[config.mk]
export PLATFORM = sky130hd
export DESIGN_NAME = seg7_scan
export DESIGN_NICKNAME = d
export VERILOG_FILES = /design/src/rtl/seg7_pkg.sv /design/src/rtl/seg7.sv /design/src/rtl/seg7_scan.sv
export SDC_FILE = /design/constraint.sdc
export NUM_CORES = 1
export LEC_CHECK = 0
export BUFFER_PORTS_ARGS = -buffer_cell sky130_fd_sc_hd__buf_2
export CAP_MARGIN = 20
export CORE_MARGIN = 4
export CORE_UTILIZATION = 35
export CTS_CLUSTER_SIZE = 10
export DETAILED_ROUTE_END_ITERATION = 7
export PLACE_DENSITY_LB_ADDON = 0.15
export SYNTH_ARGS = -nofsm -noshare
export SYNTH_HDL_FRONTEND = slang
export SYNTH_SLANG_ARGS = --single-unit
[constraint.sdc]
create_clock -name clk -period 2.7 [get_ports clk]
set_clock_uncertainty 0.2 [all_clocks]
set_input_delay 0.405 -clock clk [delete_from_list [all_inputs] [get_ports clk]]
set_output_delay 0.405 -clock clk [all_outputs]
set_load 0.01 [all_outputs]
[src/rtl/seg7_pkg.sv]
// Shared constants and helpers for the 7-segment display blocks.
// Segment vectors are ordered a..g, active-high.
package seg7_pkg;
  localparam int BCD_W      = 4;
  localparam int MAX_DIGITS = 32;

  localparam logic [1:7] SEG_BLANK = 7'b0000000;
  localparam logic [1:7] SEG_DASH  = 7'b0000001;

  function automatic logic [MAX_DIGITS-1:0] onehot(input int unsigned i);
    logic [MAX_DIGITS-1:0] v;
    v = MAX_DIGITS'(1) << i;
    return v;
  endfunction
endpackage

[src/rtl/seg7.sv]
// Combinational BCD to 7-segment decoder, segments a..g active-high.
// Codes above 9 decode to all-off; the caller decides how to present them.
module seg7
  import seg7_pkg::*;
(
  input  logic [BCD_W-1:0] bcd,
  output logic [1:7]       leds
);

  always_comb begin
    leds = SEG_BLANK;
    case (bcd)
      4'd0:    leds = 7'b1111110;
      4'd1:    leds = 7'b0110000;
      4'd2:    leds = 7'b1101101;
      4'd3:    leds = 7'b1111001;
      4'd4:    leds = 7'b0110011;
      4'd5:    leds = 7'b1011011;
      4'd6:    leds = 7'b1011111;
      4'd7:    leds = 7'b1110000;
      4'd8:    leds = 7'b1111111;
      4'd9:    leds = 7'b1111011;
      default: leds = SEG_BLANK;
    endcase
  end

endmodule

[src/rtl/seg7_scan.sv]
// Time-multiplexed driver for a multi-digit common-cathode 7-segment display.
// New data is handed to the display only at frame boundaries so a frame never tears.
module seg7_scan
  import seg7_pkg::*;
#(
  parameter int NUM_DIGITS = 4,
  parameter int SCAN_DIV   = 1000,
  parameter int BLANK_LZ   = 1
) (
  input  logic                        clk,
  input  logic                        rst_n,
  input  logic                        load,
  input  logic [BCD_W*NUM_DIGITS-1:0] digits_in,
  output logic [1:7]                  leds,
  output logic [NUM_DIGITS-1:0]       an,
  output logic                        frame_done,
  output logic                        load_ack
);

  localparam int PRESC_W = $clog2(SCAN_DIV);
  localparam int IDX_W   = $clog2(NUM_DIGITS);
  localparam int DATA_W  = BCD_W * NUM_DIGITS;

  logic [PRESC_W-1:0]    presc_reg;
  logic [IDX_W-1:0]      idx_reg;
  logic [DATA_W-1:0]     shadow_reg;
  logic [DATA_W-1:0]     pend_data_reg;
  logic                  pend_reg;

  logic                  tick;
  logic                  boundary;
  logic [BCD_W-1:0]      digit [NUM_DIGITS];
  logic [BCD_W-1:0]      cur_digit;
  logic [NUM_DIGITS-1:0] blank;
  logic                  zero_above;
  logic [1:7]            seg_raw;
  logic [1:7]            leds_next;
  logic [NUM_DIGITS-1:0] an_next;

  assign tick     = (presc_reg == PRESC_W'(SCAN_DIV - 1));
  assign boundary = tick && (idx_reg == IDX_W'(NUM_DIGITS - 1));

  generate
    for (genvar gi = 0; gi < NUM_DIGITS; gi++) begin : g_digit
      assign digit[gi] = shadow_reg[gi*BCD_W +: BCD_W];
    end
  endgenerate

  // Walk down from the most significant digit; a digit is a leading zero
  // while it and everything above it is zero. Digit 0 always stays lit.
  always_comb begin
    blank      = '0;
    zero_above = 1'b1;
    for (int i = NUM_DIGITS - 1; i >= 0; i--) begin
      zero_above = zero_above && (digit[i] == '0);
      blank[i]   = (BLANK_LZ != 0) && (i != 0) && zero_above;
    end
  end

  assign cur_digit = digit[idx_reg];

  seg7 u_seg7 (
    .bcd  (cur_digit),
    .leds (seg_raw)
  );

  // First cycle of every slot is dark to avoid ghosting between digits.
  always_comb begin
    leds_next = SEG_BLANK;
    an_next   = '0;
    if (presc_reg != '0) begin
      an_next = NUM_DIGITS'(onehot(32'(idx_reg)));
      if (blank[idx_reg])
        leds_next = SEG_BLANK;
      else if (cur_digit > BCD_W'(9))
        leds_next = SEG_DASH;
      else
        leds_next = seg_raw;
    end
  end

  always_ff @(posedge clk or negedge rst_n) begin
    if (!rst_n) begin
      presc_reg     <= '0;
      idx_reg       <= '0;
      shadow_reg    <= '0;
      pend_data_reg <= '0;
      pend_reg      <= 1'b0;
      leds          <= SEG_BLANK;
      an            <= '0;
      frame_done    <= 1'b0;
      load_ack      <= 1'b0;
    end else begin
      if (tick) begin
        presc_reg <= '0;
        idx_reg   <= (idx_reg == IDX_W'(NUM_DIGITS - 1)) ? '0 : idx_reg + IDX_W'(1);
      end else begin
        presc_reg <= presc_reg + PRESC_W'(1);
      end

      // A load on the boundary cycle is newer than anything pending, so it wins.
      load_ack <= 1'b0;
      if (boundary) begin
        if (load) begin
          shadow_reg <= digits_in;
          load_ack   <= 1'b1;
        end else if (pend_reg) begin
          shadow_reg <= pend_data_reg;
          load_ack   <= 1'b1;
        end
        pend_reg <= 1'b0;
      end else if (load) begin
        pend_data_reg <= digits_in;
        pend_reg      <= 1'b1;
      end

      frame_done <= boundary;
      leds       <= leds_next;
      an         <= an_next;
    end
  end

endmodule
* Yosys cells after proc, flatten, opt, wreduce, memory -nomap -nowiden *
Memories as Yosys holds them, arrays and structs flattened.
Cells that the tools add are included.

storage, ports and cells
  output and inout bits = 13
  register bits = 58
  memories = 1
  memory bits (read-only) = 112
  word-level logic and storage cells = 49
  input bits = 19

memory list
  name             words  bits a word  read ports  clocked after memory_dff  wr ports  line        text
  (no name shown)  16     7            1           0                         0         seg7.sv:12  case (bcd)

operators by class
  shift operators = 1
  $add $sub $neg = 2
  eq/ne operators = 2
  magnitude comparators = 3
  bitwise gates (word level) = 2
  muxes and demuxes = 18
  reduce and logical (&&, ||, !) cells = 11

operators with widths
  cell                     count
  $mux W16                 2
  $mux W7                  3
  $logic_not A4 Y1         3
  $mux W4                  3
  $add A10 B1 Y10 const B  1
  $eq A10 B10 Y1 const B   1
  $mux W10                 1
  $reduce_bool A10 Y1      1
  $bmux W4 S2              1
  $mux W1                  6
  $gt A4 B4 Y1 const B     1
  $reduce_and A2 Y1        2
  $reduce_bool A2 Y1       2
  $shl A1 B2 Y4 const A    1
  $ge A3 B3 Y1 const B     1
  $logic_and A1 B1 Y1      3
  $lt A2 B3 Y1 const B     1
  $not A2 Y3               1
  $add A2 B1 Y2 const B    1
  $bmux W1 S2              1
  $eq A2 B2 Y1 const B     1
  $mux W2                  1
  $not A1 Y1               1

* Longest topological paths before layout *
  depth in word-level cells = 8
  depth in mapped cells = 8

* Cells and area by module *
From an unflattened synthesis, not the netlist that was laid out.

unflattened totals
  cell total of the unflattened synthesis = 226
  area, all modules = 2,880.3 um^2

modules (own cells, without submodules)
  module     times used  area an instance (um^2)  cells an instance
  seg7_scan  1           2,657.5                  198
  seg7       1           222.7                    28

* Worst setup path before layout *
Ideal clock, no wire load.

  path type = register -> register
  start = register idx_reg[0]
  end = register leds[1] (netlist name)
  clock period less this slack = 2.246 ns
  cell stages (with the launch flop) = 9
  arrival time = 1.966 ns
  slack = 0.454 ns
  library setup time = 0.080 ns
  path buffers = 1
  path through = dfrtp_1 -> buf_2 -> mux4_2 -> inv_1 -> ha_1 -> nor2_1 -> nor3_1 -> o221ai_1 -> a21oi_1

on the way
  cells in the longest elaborated chain, start to end = 8
  elaborated cells between the ends (all ways) = 11
  classes of those cells = 1 x order compare; 8 x mux; 1 x bitwise; 1 x memory

ends and longest elaborated chain
  what                                                   line              text
  from (decl)                                            seg7_scan.sv:25   logic [IDX_W-1:0] idx_reg;
  from (signal assigned)                                 seg7_scan.sv:96   idx_reg <= (idx_reg == IDX_W'(NUM_DIGITS - 1)) ? '0 : idx_reg + IDX_W'(1);
  $not A2 Y3 (not written as such)                       seg7_scan.sv:60   assign cur_digit = digit[idx_reg];
  $bmux W4 S2                                            seg7_scan.sv:60
  $mux W4 (not written as such) (2 in a row)             seg7_scan.sv:60
  $mem_v2 Z16 W7 / $gt A4 B4 Y1 (equally long branches)  n/a
  $mux W7                                                seg7_scan.sv:75   else if (cur_digit > BCD_W'(9))
  $mux W7 (*)                                            seg7_scan.sv:73   if (blank[idx_reg])
  $mux W7 (*)                                            seg7_scan.sv:71   if (presc_reg != '0) begin
  via leds_next, one bit                                 seg7_scan.sv:37   logic [1:7] leds_next;
  to (signal assigned)                                   seg7_scan.sv:118  leds <= leds_next;
  to (decl)                                              seg7_scan.sv:14   output logic [1:7] leds,

The timed path passes the listed nets; every way through them passes the cells marked *. The select of a mux whose other input is x is not followed.
A chain may end at the register's enable or synchronous reset.

* Worst setup path after layout *
  start = register idx_reg[0]
  end = register leds[6] (netlist name)

The elaborated chain is that of the path after synthesis.

==> out/qor.yml <==
status:
  status: "finished, final reports clean"
layout:
  most-common-layout-cells: "dfrtp_1, mux2_2, buf_2, ha_1"
  multi_input_area_um2: 1310
  nets: 291
  areaGrowthSynthToFinish_pct: 16.0
  stdcell_count: 365
  nFillCells: 785
  drive_gt1_share_pct: 40.7
  n_antenna_cell: 0
  finalCoreUtilization_pct: 42.2
  seq_area_um2: 1450
  final_common_cell: "dfrtp_1"
setup_path:
  r2r-start: "idx_reg[0]"
  critical_path_class: "flop to flop"
  cpPeakStageDelay_ns: 0.64
  cp_max_fo: 8
  cp.depth: 7
  end_kind: "flop"
  critPathLaunchType: "flop"
  crit_arrival_ns: 2.47
  crit_start: "idx_reg[0]"
  r2r_cells: 7
  crit_family: "multiplexers"
  cp.buffers_inverters: 1
  rrSetupSlack_ns: 0.29
  critPathSlowestCell: "mux4_2"
  path_cells: "mux4_2 > inv_1 > ha_1 > nor2_1 > nor3_1 > o221ai_1 > a21oi_1"
  cp.required_ns: 2.75
pwr:
  p_seq_share_pct: 51.1
  p_sw_mw: 0.398
  p_clk_share_pct: 43.1
  switching_share_pct: 22.6
  power_mw: 1.77
  peakVddDrop_uv: 187
  p_int_mw: 1.37
  p_comb_share_pct: 5.7
  power.density_nw_per_um2: 533
  leakagePower_nw: 1.48
floorplan:
  ios: 32
  start_util_pct: 36.4
  fp.dieArea_um2: 9670
  core_um2: 7850
  die_h_um: 98.3
  die_w_um: 98.3
  rows: 32
logic_synthesis:
  syn_nets: 253
  synth_warnings: 0
  yosys_register_bits: 58
  post_synth_num_cell_types: 37
  syn_area_per_cell_um2: 13.0
  synth_cells: 220
  ys_seq_area_share_pct: 50.8
  syn_area_um2: 2860
cts:
  clockRootBuffer: "clkbuf_8"
  clock-sinks: 58
  post-cts-setup-buffers: 0
  cts_resized: 0
  path_clk_slew_ns: 0.07
  cts_tree: "done"
  htree_levels: 3
  numCtsBuffers: 9
  cts.hold.buffers_added: 0
  cts_buffer_depth: 2
  insertion_delay_ns: 0.33
detailed_routing:
  viasPerCell: 4.81
  drt_iter0_markers: 31
  drc: 0
  drt_wl_total_mm: 5.34
  drt-wirelength-per-cell_um: 14.6
  dr.pass1.iters: 4
  drtAntennaViolNets: 0
  dr_total_vias: 1757
grt:
  grt_max_degree: 59
  grt_use_total_pct: 12.0
  grt_pass1_wl_mm: 9.06
  overflow: 0
  antenna_found_initial: 0
  first_global_vias: 1788
sta:
  setup_viol: 0
  max_freq_mhz: 414
  slew-limit-headroom_pct: 50.6
  hold_viol_final: 0
  min_period_over_period_pct: 89.4
  rsz0062_at_grt: "no"
  min_period_ns: 2.41
  worstMarginPinSlew_ns: 0.742
  timing.final.ws_setup_ns: 0.286
  drv_slew: 0
  fin_tns_setup_ns: 0
placement:
  port_buffers: 31
  pre_cts_ws_ns: 0.285
  gp_congestion: 0.778
  place_inst: 349
  dp.final_hpwl_mm: 3.74
job:
  cap_viol_max_count: 0
hold_path:
  hp-class: "input port to asynchronous set/reset pin"
worst reg2reg max path, cell delays in order, from the launching register on:
cell	delay [ns]
dfrtp_1	0.47
mux4_2	0.64
inv_1	0.16
ha_1	0.19
nor2_1	0.08
nor3_1	0.18
o221ai_1	0.23
a21oi_1	0.19
cells in the mapped netlist:
cell	number	area [µm²]
xor2_1	4	35.0
a211o_1	1	8.76
buf_8	1	15.0
a21oi_1	6	30.0
a21boi_2	1	11.3
mux2_4	8	120
inv_1	11	41.3
a31oi_1	1	6.26
a311oi_1	1	8.76
or2_2	1	6.26
nor3b_2	1	12.5
o31ai_1	1	7.51
o221ai_1	1	8.76
nor4_1	3	18.8
nand4b_1	1	8.76
a32oi_1	1	8.76
nand3b_1	1	7.51
mux2_2	38	428
mux2i_1	4	40.0
o21ai_0	11	55.1
xnor2_1	2	17.5
nor3_1	3	15.0
nor3b_4	1	18.8
mux4_2	4	90.1
dfrtp_1	58	1450
nand4_1	2	12.5
ha_1	14	175
buf_2	3	15.0
nor2_1	9	33.8
and2_0	2	12.5
nand3_1	3	15.0
and2_1	5	31.3
clkbuf_1	5	18.8
and3_1	2	12.5
nor2b_1	2	12.5
and3_4	2	22.5
nand2_1	6	22.5
cell families after synthesis:
family	after synthesis	share of synthesized area (%)
buffers and inverters	20	3.15
muxes	54	23.8
DFF	58	50.8
xor gates and xnor gates	6	1.84
adders and majority gates	14	6.14
AOI/OAI and AO/OA	24	5.08
and+or+nand+nor	44	9.20
final cells by class:
cell class              count  share of cell area, %
repair buffers             36                   5.82
clock buffers              10                   3.85
multi-input cells         142                   39.7
inverters                  11                   1.25
well taps                 102                   3.85
flip-flops and latches     58                   43.8
clock inverters             6                   1.74
worst paths after layout:
kind / endpoint
max: leds[6]
min: presc_reg[4]
max reg2reg: leds[6]
min reg2reg: presc_reg[0]
max in group asynchronous: pend_data_reg[0]
min in group clk: pend_data_reg[14]
through the flow:
step	hold slack [ns]	cell area, µm²
after floorplan	-0.0906	2860
after global placement	0.262	3130
after detailed placement	0.272	3130
after CTS	0.0359	3310
after global routing	0.0900	3310
final	0.0174	3310
metal layers:
metal | GRT usage, % | vias to the layer above | wire [µm] | share of wire (%)
li1 | - | 851 | - | -
met1 | 16.6 | 864 | 2660 | 50
met2 | 17.2 | 31 | 2350 | 44
met3 | 2.79 | 11 | 194 | 3.6
met4 | 6.72 | 0 | 129 | 2.4
met5 | 0 | - | 0 | 0
power groups by stage:
stage / Clock, mW / Combinational, mW / Sequential (mW)
final: 0.762 / 0.101 / 0.903
after global routing: 0.823 / 0.114 / 0.906
after CTS: 0.788 / 0.105 / 0.903
after detailed placement: 0 / 0.104 / 0.920
after global placement: 0 / 0.103 / 0.919
after floorplan: 0 / 0.0587 / 0.917
Power figures use the tool's default switching activity.
